$ cat config.mk
export PLATFORM = sky130hd
export DESIGN_NAME = sync_fifo_cfg
export DESIGN_NICKNAME = d
export VERILOG_FILES = /design/src/rtl/sync_fifo_cfg.sv
export SDC_FILE = /design/constraint.sdc
export NUM_CORES = 1
export LEC_CHECK = 0
export BUFFER_PORTS_ARGS = -buffer_cell sky130_fd_sc_hd__buf_2
export CAP_MARGIN = 20
export CORE_MARGIN = 8
export CORE_UTILIZATION = 45
export CTS_BUF_LIST = sky130_fd_sc_hd__clkbuf_16
export DETAILED_ROUTE_END_ITERATION = 8
export GPL_TIMING_DRIVEN = 0
export MAX_ROUTING_LAYER = met4
export PLACE_DENSITY = 0.62
export SLEW_MARGIN = 5
export SYNTH_ARGS = -nofsm -noshare
export SYNTH_HDL_FRONTEND = slang
export SYNTH_SLANG_ARGS = --single-unit
$ cat constraint.sdc
create_clock -name clk -period 6.3 [get_ports clk]
set_clock_uncertainty 0.2 [all_clocks]
set_input_delay 1.26 -clock clk [delete_from_list [all_inputs] [get_ports clk]]
set_output_delay 1.26 -clock clk [all_outputs]
set_load 0.01 [all_outputs]
$ cat src/rtl/sync_fifo_cfg.sv
// Single-clock FIFO: occupancy count, inclusive almost-full/almost-empty thresholds, overflow/underflow pulses.
// Registered read adds one cycle of latency; FWFT shows the head word. Full rejects writes and empty rejects reads.
module sync_fifo_cfg #(
  parameter int DSIZE     = 8,
  parameter int ASIZE     = 4,
  parameter int AFULL_TH  = 14,
  parameter int AEMPTY_TH = 2,
  parameter int FWFT      = 0
) (
  input  logic             clk,
  input  logic             rst,
  input  logic [DSIZE-1:0] wdata,
  input  logic             winc,
  output logic             wfull,
  output logic             walmost_full,
  output logic             overflow,
  output logic [DSIZE-1:0] rdata,
  input  logic             rinc,
  output logic             rempty,
  output logic             ralmost_empty,
  output logic             underflow,
  output logic [ASIZE:0]   count
);
  localparam int DEPTH = 1 << ASIZE;
  localparam logic [ASIZE:0] AFULL_V  = AFULL_TH[ASIZE:0];
  localparam logic [ASIZE:0] AEMPTY_V = AEMPTY_TH[ASIZE:0];

  logic [DSIZE-1:0] mem [DEPTH];
  logic [ASIZE:0]   wptr, rptr;
  logic             wen, ren;

  // All status derives from the registered pointers only.
  assign count         = wptr - rptr;
  assign rempty        = (wptr == rptr);
  assign wfull         = (wptr[ASIZE-1:0] == rptr[ASIZE-1:0]) && (wptr[ASIZE] != rptr[ASIZE]);
  assign walmost_full  = (count >= AFULL_V);
  assign ralmost_empty = (count <= AEMPTY_V);

  assign wen = winc && !wfull && !rst;
  assign ren = rinc && !rempty && !rst;

  always_ff @(posedge clk) begin
    if (wen) mem[wptr[ASIZE-1:0]] <= wdata;
  end

  always_ff @(posedge clk) begin
    if (rst) begin
      wptr      <= '0;
      rptr      <= '0;
      overflow  <= 1'b0;
      underflow <= 1'b0;
    end else begin
      if (wen) wptr <= wptr + 1'b1;
      if (ren) rptr <= rptr + 1'b1;
      overflow  <= winc && wfull;
      underflow <= rinc && rempty;
    end
  end

  generate
    if (FWFT != 0) begin : g_fwft
      assign rdata = rempty ? '0 : mem[rptr[ASIZE-1:0]];
    end else begin : g_reg
      logic [DSIZE-1:0] rdata_q;
      // Holds the last popped word until the next accepted read.
      always_ff @(posedge clk) begin
        if (rst)      rdata_q <= '0;
        else if (ren) rdata_q <= mem[rptr[ASIZE-1:0]];
      end
      assign rdata = rdata_q;
    end
  endgenerate
endmodule

Yosys cells after proc, flatten, opt, wreduce, memory -nomap -nowiden
Memories as Yosys holds them, arrays and structs flattened. A register that Yosys moved wholly into a read port is not among the register bits.
Index checks and enable logic that the tools add are counted.
{ "totals": {"reg_bits": 12, "mem_bits_rw": 128, "inputBits": 12, "out_inout_bits": 19, "memories": 1} }
{ "op_classes": {"n_addsub": 3, "order_cmp": 2, "n_eq_ne": 3, "mux": 2, "reduce_logical": 10} }
{ "mem_list": {"columns": ["name", "depth", "width", "rd", "rd_clocked_by_memory_dff", "write_ports", "line_no", "source"], "rows": [
  ["mem", 16, 8, 1, 1, 1, "28", "logic [DSIZE-1:0] mem [DEPTH];"]
]} }
{ "op_table": {"columns": ["cell", "count"], "rows": [
  ["adder 5 x 1 -> 5 bit, second input constant", 2],
  ["logical AND 1 bit", 7],
  ["== test 5 bit", 1],
  [">= comparator 5 x 4 -> 1 bit, second input constant", 1],
  ["less-or-equal comparator 5 x 2 -> 1 bit, second input constant", 1],
  ["subtractor 5 bit", 1],
  ["== test 4 bit", 1],
  ["zero test 1 bit", 3],
  ["two-way mux 1 bit", 2],
  ["!= test 1 bit", 1]
]} }

Longest topological paths before layout
Gate-level depths: netlist (run 1).
{ "depth": {"ltp_word": 7, "depth_mapped": 8, "mapped_depth_nobuf": 8} }

Worst setup path before layout (run 1)
No wires, ideal clock.
{ "synth_path": {"path_kind": "flip-flop to output port", "from": "register rptr[1]", "to": "output ralmost_empty", "arrival_time_ns": 2.219, "required_ns": 4.840, "setup_slack_ns": 2.621, "stages_incl_launch_ff": 9, "path_buffers": 2, "path_cell_list": "dfxtp_1 buf_2 clkinv_1 buf_2 fa_1 a21o_1 a21oi_1 xnor2_1 a211oi_1"} }
{ "synth_via": {"elab_chain_len": 2} }
{ "synth_rtl": {"columns": ["element", "line_no", "source"], "rows": [
  ["start, declared", "29", "logic [ASIZE:0] wptr, rptr;"],
  ["start signal, assigned", "54", "if (ren) rptr <= rptr + 1'b1;"],
  ["subtractor 5 bit", "33", "assign count = wptr - rptr;"],
  ["via count[4]", "22", "output logic [ASIZE:0] count"],
  ["less-or-equal comparator 5 x 2 -> 1 bit", "37", "assign ralmost_empty = (count <= AEMPTY_V);"],
  ["end, declared", "20", "output logic ralmost_empty,"]
]} }
The timed path passes the listed nets, and every way through them passes these cells.

Worst setup path in the final report (run 1)
{ "layout_path": {"from": "register rptr[1]", "to": "output ralmost_empty"} }
{ "layout_via": {"elab_chain_len": 2} }
{ "layout_rtl": {"columns": ["element", "line_no"], "rows": [
  ["subtractor 5 bit", "33"],
  ["less-or-equal comparator 5 x 2 -> 1 bit", "37"]
]} }
No other way between the ends.

==> results of run 1 <==
path summary, 6_finish.rpt:
check	slack [ns]	cells after the start	endpoint	start
max	1.84	9	ralmost_empty	rptr[1]
min	0.28	1	rdata[6]	rdata[6]
max reg2reg	2.42	8	mem[10][5]	rptr[1]
min reg2reg	0.28	1	rdata[6]	rdata[6]
routing by layer:
metal	up-vias	GRT usage [%]
met2	98	24.6
met5	-	-
met1	1645	19.0
met3	18	5.45
li1	1467	-
met4	0	7.28
stage by stage:
stage	hold WS [ns]	worst slack (ns)	total power, mW	cell area (um^2)	cells
4_1_cts	0.280	1.79	2.30	7040	590
6_report	0.279	1.84	2.29	7040	590
3_3_place_gp	0.261	1.99	1.22	6370	556
3_5_place_dp	0.266	2.28	1.23	6400	558
2_1_floorplan	0.308	2.62	1.17	6000	350
5_1_grt	0.289	1.56	2.35	7040	590
synthesized netlist by cell type (all sizes together) (4+ instances only):
master	count	area, um^2
edfxtp	128	3840
buf	11	96.3
nand2	42	158
nor2	21	78.8
nor3	6	30.0
xor2	4	42.6
o21ai	5	28.8
xnor2	5	43.8
a21oi	12	60.1
nor2b	5	31.3
inv	8	30.0
a221o	7	70.1
mux4	31	713
dfxtp	20	400
ha	9	113
clkbuf	4	15.0
sequential cells by signal (all words and copies together) (netlist names):
name and count:
wptr 5, underflow 1, mem 128, rdata 8, overflow 1, rptr 5
logic make-up after synthesis:
logic type / Yosys count / synth area share [%]
xor+xnor: 9 / 1.44
simple gates: 87 / 6.31
mux: 35 / 12.6
fa+ha+maj: 10 / 2.21
buf+inv: 24 / 2.42
compound gates: 37 / 4.38
flops: 148 / 70.7
final cells by class:
| cell class | instances | area (um^2) |
|---|---|---|
| Timing Repair Buffer | 32 | 163 |
| Clock inverter | 15 | 213 |
| Clock buffer | 17 | 425 |
| Multi-Input combinational cell | 178 | 1630 |
| Tap cell | 176 | 220 |
| Buffer | 15 | 111 |
| Sequential cell | 148 | 4240 |
| Fill cell | 1069 | 6100 |
| Inverter | 9 | 33.8 |
critical path: cells and delay by family (launching register included):
kind	cells	cell delay (ns)
AO/OA/AOI/OAI	2	0.40
adder cells (fa/ha/maj)	1	0.33
flip-flops	1	0.33
buffers and inverters	4	1.04
AND/OR/NAND/NOR	2	0.49
power breakdown:
part | switching [mW] | internal (mW) | leakage, nW | total (mW)
registers | 0.00918 | 1.08 | 1.32 | 1.09
clock network | 0.383 | 0.700 | 0.324 | 1.08
logic | 0.0722 | 0.0443 | 0.798 | 0.117
==> flow_metrics.py, run 1 <==
metrics = {
    "status": {
        "status": "finished, final reports clean",
    },
    "detailed_routing": {
        "drt-met1-wl_mm": 5.55,
        "dr.max_layer_used": "met4",
        "wl_per_cell_um": 21.7,
        "wl_met3_um": 682,
        "viasPerCell": 5.47,
        "wl_met2_mm": 6.31,
        "postRouteAntennaNets": 0,
        "drt_first_pass_iters": 4,
        "drt_first_iter_violations": 309,
        "drc": 0,
        "via_count": 3228,
        "routed_wirelength_mm": 12.8,
    },
    "floorplanning": {
        "start_util_pct": 45.7,
        "floorplan.die.height_um": 132,
        "placementRows": 42,
        "die_area_um2": 17300,
        "fp.coreArea_um2": 13100,
        "die_x_um": 132,
        "io_pins": 31,
    },
    "final_layout": {
        "utilization_pct": 53.6,
        "drive_above_1_share_pct": 25.4,
        "area_growth_pct": 17.3,
        "final_common_cell": "edfxtp_1",
        "nNetsFinal": 423,
        "antenna_cells": 0,
        "layout_common_cells": "128 x edfxtp_1, 42 x nand2_1, 37 x buf_2, 27 x mux4_2, 21 x nor2_1",
    },
    "power_and_ir_drop": {
        "ir_worst_vdd_mv": 0.299,
        "leakagePower_nw": 2.44,
        "power_density_nw_per_um2": 325,
    },
    "logic_synthesis": {
        "syn_inst": 350,
        "synth.avg_cell_area_um2": 17.2,
        "yosysWarnings": 0,
        "synth_seq_area_share_pct": 70.7,
        "synth_async_sr_flop_share_pct": 0,
        "synth_seq_cells": 148,
        "syn_nets": 372,
        "synth-edff-count": 128,
        "synth_flop_cell": "edfxtp_1",
        "syn-cell-area_um2": 6000,
        "yosysUniqueCellTypes": 42,
    },
    "sta": {
        "report.final.setup_viol": 0,
        "tightestPinTransition_ns": 1.02,
        "rsz0062_at_grt": "false",
        "fin_crit_ns": 4.46,
        "slew_headroom_pct": 31.4,
        "drv_slew": 0,
        "finalHoldViolCount": 0,
        "clock.fmax_ghz": 0.224,
        "timing.final.crit_share_pct": 70.9,
        "finalSetupTns_ns": 0,
    },
    "placement": {
        "dpl.hpwl_mm": 8.70,
        "place.gp.congestion": 0.840,
        "io_buffers": 30,
    },
    "clock_network": {
        "cts.sinks": 148,
        "clk_pin_slew_ns": 0.06,
        "worstSkewPairLatency_ns": 0.42,
        "clk_path_buf_depth": 2,
        "cts_buffers": 17,
        "htreeDepth": 4,
        "cts_tree": "done",
        "postCtsSetupBuffers": 0,
        "cts-root-buf": "clkbuf_16",
        "cts_resized": 0,
        "postCtsHoldBufs": 0,
    },
    "worst_setup_path": {
        "worstPathArrival_ns": 3.00,
        "path_max_fanout": 11,
        "cp_cell_sequence": "buf_2, clkinv_1, buf_2, ha_1, nor2b_1, o21a_1, or3_1, a211oi_1, buf_2",
        "cp-start-kind": "flip-flop",
        "slowest_delay_ns": 0.35,
        "cp_common_cell": "buf_2",
        "worstPathRequired_ns": 4.84,
        "worstSetupPathType": "reg -> out",
        "cp-end-kind": "output port",
        "cp_slowest_cell": "or3_1",
    },
    "grt": {
        "antenna_found_initial": 0,
        "grt_first_pass_wirelength_mm": 19.9,
        "grt_usage_pct": 16.1,
        "grt_max_degree": 17,
        "grt_pass1_vias": 3351,
        "grt_overflow_total": 0,
    },
    "job": {
        "drv_cap": 0,
    },
    "worst_hold_path": {
        "hold_path_class": "reg -> reg",
    },
}
(Power assumes the default switching activity.)
==> run 2: changes to the inputs <==
--- a/config.mk
+++ b/config.mk
@@ -13,7 +13,7 @@
 export DETAILED_ROUTE_END_ITERATION = 8
 export GPL_TIMING_DRIVEN = 0
 export MAX_ROUTING_LAYER = met4
-export PLACE_DENSITY = 0.62
+export PLACE_DENSITY = 0.64
 export SLEW_MARGIN = 5
 export SYNTH_ARGS = -nofsm -noshare
 export SYNTH_HDL_FRONTEND = slang
==> constraint.sdc (replaced) <==
create_clock -name clk -period 4 [get_ports clk]
set_clock_uncertainty 0.2 [all_clocks]
set_input_delay 0.8 -clock clk [delete_from_list [all_inputs] [get_ports clk]]
set_output_delay 0.8 -clock clk [all_outputs]
set_load 0.01 [all_outputs]
==> run 2 against run 1 <==
  * Sequential power up 57%
  * Worst hold slack better by 0.0022 ns
  * Critical path type is now reg -> reg
  * Worst setup slack worse by 1.7 ns
  * Via count down 1.1%
  * Count of clock-buffer cells in the layout unchanged
  * Non-clock buffer count unchanged
  * Critical endpoint is now mem[10][1]
  * Flip-flop and latch count unchanged
  * Sequential share of layout area up 0.51 points
  * Global-route usage up 0.17 points
  * First-iteration DRC count down 18%
  * Routed wire length down 1.3%
==> flow_metrics.py, run 2 (synthesis results as in run 1) <==
metrics = {
    "clock_network": {
        "clk_path_buf_depth": 2,
        "cts_tree": "done",
        "cts-root-buf": "clkbuf_16",
        "postCtsHoldBufs": 0,
        "worstSkewPairLatency_ns": 0.42,
        "clk_pin_slew_ns": 0.06,
        "cts.sinks": 148,
        "htreeDepth": 4,
        "cts_buffers": 17,
    },
    "worst_setup_path": {
        "cp-end-kind": "flip-flop",
        "cp-start-kind": "flip-flop",
        "worstPathRequired_ns": 3.83,
        "worstReg2RegStart": "rptr[3]",
        "ff2ff_path_depth": 8,
        "worstPathArrival_ns": 3.66,
        "r2r-end": "mem[10][1]",
        "path_max_fanout": 10,
        "worstSetupPathType": "reg -> reg",
        "cp-startpoint": "rptr[3]",
        "r2r_slack_ns": 0.17,
        "critical_path.endpoint": "mem[10][1]",
    },
    "grt": {
        "grt_usage_pct": 16.2,
        "grt_overflow_total": 0,
        "grt_pass1_vias": 3430,
        "antenna_found_initial": 0,
        "grt_first_pass_wirelength_mm": 20.2,
        "grt_max_degree": 17,
    },
    "floorplanning": {
        "fp.coreArea_um2": 13100,
        "io_pins": 31,
        "start_util_pct": 45.7,
        "floorplan.die.height_um": 132,
        "placementRows": 42,
        "die_x_um": 132,
        "die_area_um2": 17300,
    },
    "detailed_routing": {
        "via_count": 3192,
        "drt_first_iter_violations": 254,
        "routed_wirelength_mm": 12.6,
        "wl_per_cell_um": 21.4,
        "drt_first_pass_iters": 4,
        "drc": 0,
        "viasPerCell": 5.41,
        "postRouteAntennaNets": 0,
    },
    "sta": {
        "finalSetupTns_ns": 0,
        "slew_headroom_pct": 31.4,
        "timing.final.crit_share_pct": 95.8,
        "drv_slew": 0,
        "finalHoldViolCount": 0,
        "tightestPinTransition_ns": 1.03,
        "fin_crit_ns": 3.83,
        "report.final.setup_viol": 0,
        "rsz0062_at_grt": "true",
        "clock.fmax_ghz": 0.261,
    },
    "status": {
        "status": "finished, final reports clean",
    },
    "final_layout": {
        "nNetsFinal": 423,
        "final_common_cell": "edfxtp_1",
        "largest_reg_flops": 128,
        "layout_common_cells": "128 x edfxtp_1, 42 x nand2_1, 36 x buf_2, 27 x mux4_2",
        "antenna_cells": 0,
        "drive_above_1_share_pct": 24.4,
        "area_growth_pct": 16.3,
    },
    "power_and_ir_drop": {
        "leakagePower_nw": 2.40,
        "finalPower_mw": 3.44,
        "power_density_nw_per_um2": 493,
        "ir_worst_vdd_mv": 0.501,
    },
    "job": {
        "drv_cap": 0,
    },
    "placement": {
        "dpl.hpwl_mm": 8.58,
        "place.gp.congestion": 0.811,
        "io_buffers": 30,
    },
    "worst_hold_path": {
        "hold_path_class": "reg -> reg",
    },
}
-- run 2: worst max-delay path, cell delays in order, from the launching register on --
cell and delay (ns):
dfxtp_1 0.31, clkbuf_1 0.35, buf_2 0.36, inv_1 0.11, ha_1 0.35, and4_1 0.27
a21oi_1 0.45, nand2_1 0.22, nor2_1 0.82
-- run 2: worst min-delay path by stage --
| stage | startpoint | end | slack (ns) | depth (start not counted) |
|---|---|---|---|---|
| after floorplan | rdata[6] | rdata[6] | 0.31 | 1 |
| after global routing | rdata[6] | rdata[6] | 0.30 | 1 |
| after detailed placement | rdata[6] | rdata[6] | 0.26 | 1 |
| after CTS | rdata[6] | rdata[6] | 0.27 | 1 |
| after global placement | rdata[6] | rdata[6] | 0.26 | 1 |
| final | rdata[6] | rdata[6] | 0.28 | 1 |
-- run 2: what timing repair did --
item | CTS | global route
setup buffers | 0 | 0
resized for setup | 1 | 5
endpoints found under the setup margin | 2 | 27
cloned | 0 | 0
-- run 2: power by group --
group          leakage [nW]  switching (mW)  total, mW  internal [mW]
Sequential             1.32          0.0128       1.71           1.70
Clock                 0.290           0.582       1.54          0.962
Combinational         0.796           0.117      0.186         0.0696
-- run 2: cell type report --
cell class / count / area, um^2
Inverter: 9 / 35.0
Timing Repair Buffer: 32 / 160
Sequential cell: 148 / 4240
Clock inverter: 15 / 153
Tap cell: 176 / 220
Clock buffer: 17 / 425
Fill cell: 1079 / 6160
Buffer: 15 / 116
Multi-Input combinational cell: 178 / 1630
-- run 2: layer usage --
| metal | GRT usage [%] | wire (um) | up-vias |
|---|---|---|---|
| li1 | - | - | 1473 |
| met1 | 19.4 | 5150 | 1600 |
| met2 | 24.9 | 6260 | 100 |
| met3 | 5.03 | 894 | 19 |
| met4 | 7.40 | 342 | 0 |
| met5 | - | 0 | - |
-- run 2: stage by stage --
step / setup WS, ns / hold slack (ns) / instance area, um^2 / std cells / util [%]
2_1_floorplan: 0.781 / 0.308 / 6000 / 350 / -
3_3_place_gp: -0.229 / 0.265 / 6370 / 556 / 48.5
3_5_place_dp: 0.108 / 0.259 / 6390 / 558 / 48.7
4_1_cts: 0.0722 / 0.272 / 6970 / 590 / 53.1
5_1_grt: -0.0698 / 0.303 / 6980 / 590 / 53.1
6_report: 0.170 / 0.281 / 6980 / 590 / 53.1
==> run 3: changes to the inputs <==
--- a/config.mk
+++ b/config.mk
@@ -7,13 +7,15 @@
 export LEC_CHECK = 0
 export BUFFER_PORTS_ARGS = -buffer_cell sky130_fd_sc_hd__buf_2
 export CAP_MARGIN = 20
+export CELL_PAD_IN_SITES_DETAIL_PLACEMENT = 1
+export CELL_PAD_IN_SITES_GLOBAL_PLACEMENT = 1
 export CORE_MARGIN = 8
 export CORE_UTILIZATION = 45
 export CTS_BUF_LIST = sky130_fd_sc_hd__clkbuf_16
 export DETAILED_ROUTE_END_ITERATION = 8
 export GPL_TIMING_DRIVEN = 0
 export MAX_ROUTING_LAYER = met4
-export PLACE_DENSITY = 0.64
+export PLACE_DENSITY = 0.72
 export SLEW_MARGIN = 5
 export SYNTH_ARGS = -nofsm -noshare
 export SYNTH_HDL_FRONTEND = slang
==> run 3 against run 2 <==
  * Non-clock buffer count decreased by 1
  * Highest routed layer unchanged
  * Flip-flop and latch count is the same
  * Global-route usage increased by 0.71 points
  * Combinational power about the same
  * Die area did not move
  * Clock power grew 5%
  * Sequential power is essentially flat
  * Register-to-register slack gained 0.05 ns
==> flow_metrics.py, run 3 (synthesis results as in run 1) <==
metrics = {
    "sta": {
        "fin_crit_ns": 3.78,
        "slew_headroom_pct": 35.2,
        "layout_setup_ws_ns": 0.218,
        "timing.final.crit_share_pct": 94.5,
        "finalHoldWorstSlack_ns": 0.292,
        "tightestPinTransition_ns": 0.968,
        "clock.fmax_ghz": 0.264,
        "drv_slew": 0,
        "rsz0062_at_grt": "false",
        "finalHoldViolCount": 0,
        "report.final.setup_viol": 0,
    },
    "final_layout": {
        "nNetsFinal": 422,
        "area_growth_pct": 16.6,
        "instances_no_fill": 589,
        "fin_area_um2": 7000,
        "final_common_cell": "edfxtp_1",
        "layout_common_cells": "128 x edfxtp_1, 42 x nand2_1, 35 x buf_2, 27 x mux4_2",
        "largest_reg_flops": 128,
        "drive_above_1_share_pct": 24.5,
        "antenna_cells": 0,
    },
    "clock_network": {
        "cts_buffers": 17,
        "clk_pin_slew_ns": 0.05,
        "cts_tree": "done",
        "clk_path_buf_depth": 2,
        "postCtsHoldBufs": 0,
        "worstSkewPairLatency_ns": 0.42,
        "cts-root-buf": "clkbuf_16",
        "cts.sinks": 148,
        "htreeDepth": 4,
    },
    "worst_hold_path": {
        "hold_path_class": "reg -> reg",
    },
    "floorplanning": {
        "fp.coreArea_um2": 13100,
        "die_area_um2": 17300,
        "io_pins": 31,
        "floorplan.die.height_um": 132,
        "placementRows": 42,
        "start_util_pct": 45.7,
        "die_x_um": 132,
    },
    "power_and_ir_drop": {
        "ir_worst_vdd_mv": 0.373,
        "finalPower_mw": 3.52,
        "leakagePower_nw": 2.40,
        "power_density_nw_per_um2": 502,
    },
    "worst_setup_path": {
        "worstPathRequired_ns": 3.84,
        "worstSetupPathType": "reg -> reg",
        "critPathBufInv": 3,
        "cp_cell_sequence": "clkbuf_1, buf_2, inv_1, ha_1, and4_1, a21oi_1, nand2_1, nor2_1",
        "path_delay_family": "simple AND/OR/NAND/NOR gates",
        "cp-end-kind": "flip-flop",
        "cp-start-kind": "flip-flop",
        "cp_slowest_cell": "nor2_1",
        "path_max_fanout": 10,
        "worstPathArrival_ns": 3.62,
        "slowest_delay_ns": 0.79,
    },
    "detailed_routing": {
        "wl_per_cell_um": 23.2,
        "drt_first_pass_iters": 4,
        "via_count": 3253,
        "postRouteAntennaNets": 0,
        "drc": 0,
        "drt_first_iter_violations": 205,
        "viasPerCell": 5.52,
        "routed_wirelength_mm": 13.6,
    },
    "status": {
        "status": "finished, final reports clean",
    },
    "placement": {
        "dp.cells": 557,
        "dpl.hpwl_mm": 9.02,
        "io_buffers": 30,
        "place_ws_ns": -0.0128,
        "postPlaceCellArea_um2": 6390,
        "place.gp.congestion": 0.773,
    },
    "grt": {
        "grt_usage_pct": 16.9,
        "grt_first_pass_wirelength_mm": 21.0,
        "grt_overflow_total": 0,
        "antenna_found_initial": 0,
        "grt_max_degree": 17,
        "grt_pass1_vias": 3615,
    },
    "job": {
        "drv_cap": 0,
    },
}
-- run 3: path summary, 6_finish.rpt --
| kind | from | to | slack, ns | cells past startpoint |
|---|---|---|---|---|
| setup reg to reg | rptr[3] | mem[4][2] | 0.22 | 8 |
| setup / recovery | rptr[3] | mem[4][2] | 0.22 | 8 |
| hold / removal | rdata[6] | rdata[6] | 0.29 | 1 |
| hold reg to reg | rdata[6] | rdata[6] | 0.29 | 1 |
-- run 3: routing by layer --
metal | GRT usage [%] | vias to the layer above | share of wire (%)
met2 | 27.9 | 86 | 51
met5 | - | - | 0
met3 | 3.93 | 23 | 4.2
met1 | 19.3 | 1677 | 42
li1 | - | 1467 | -
met4 | 8.04 | 0 | 2.5
-- run 3: where the power goes --
| part | internal [mW] | leakage (nW) | switching [mW] |
|---|---|---|---|
| clock network | 1.02 | 0.289 | 0.592 |
| logic | 0.0699 | 0.796 | 0.118 |
| registers | 1.70 | 1.32 | 0.0142 |
| total | 2.79 | 2.40 | 0.724 |
-- run 3: cell type report --
| class | instances | area (um^2) |
|---|---|---|
| timing repair buffer | 31 | 155 |
| clock buffer | 17 | 425 |
| fill | 1238 | 6140 |
| inverter | 9 | 36.3 |
| clock inverter | 15 | 171 |
| buffer | 15 | 116 |
| tap | 176 | 220 |
| sequential | 148 | 4240 |
| multi-input combinational | 178 | 1630 |
-- run 3: metrics by stage --
| stage | setup TNS [ns] | util [%] |
|---|---|---|
| floorplan | 0 | - |
| global placement | -7.14 | 48.5 |
| detailed placement | -0.137 | 48.7 |
| CTS | 0 | 53.2 |
| global route | 0 | 53.3 |
| finish | 0 | 53.3 |
-- run 3: what timing repair did --
item                                    CTS  global route
endpoints found under the setup margin   35             6
resized for setup                         2             4
buffers inserted                          0             0
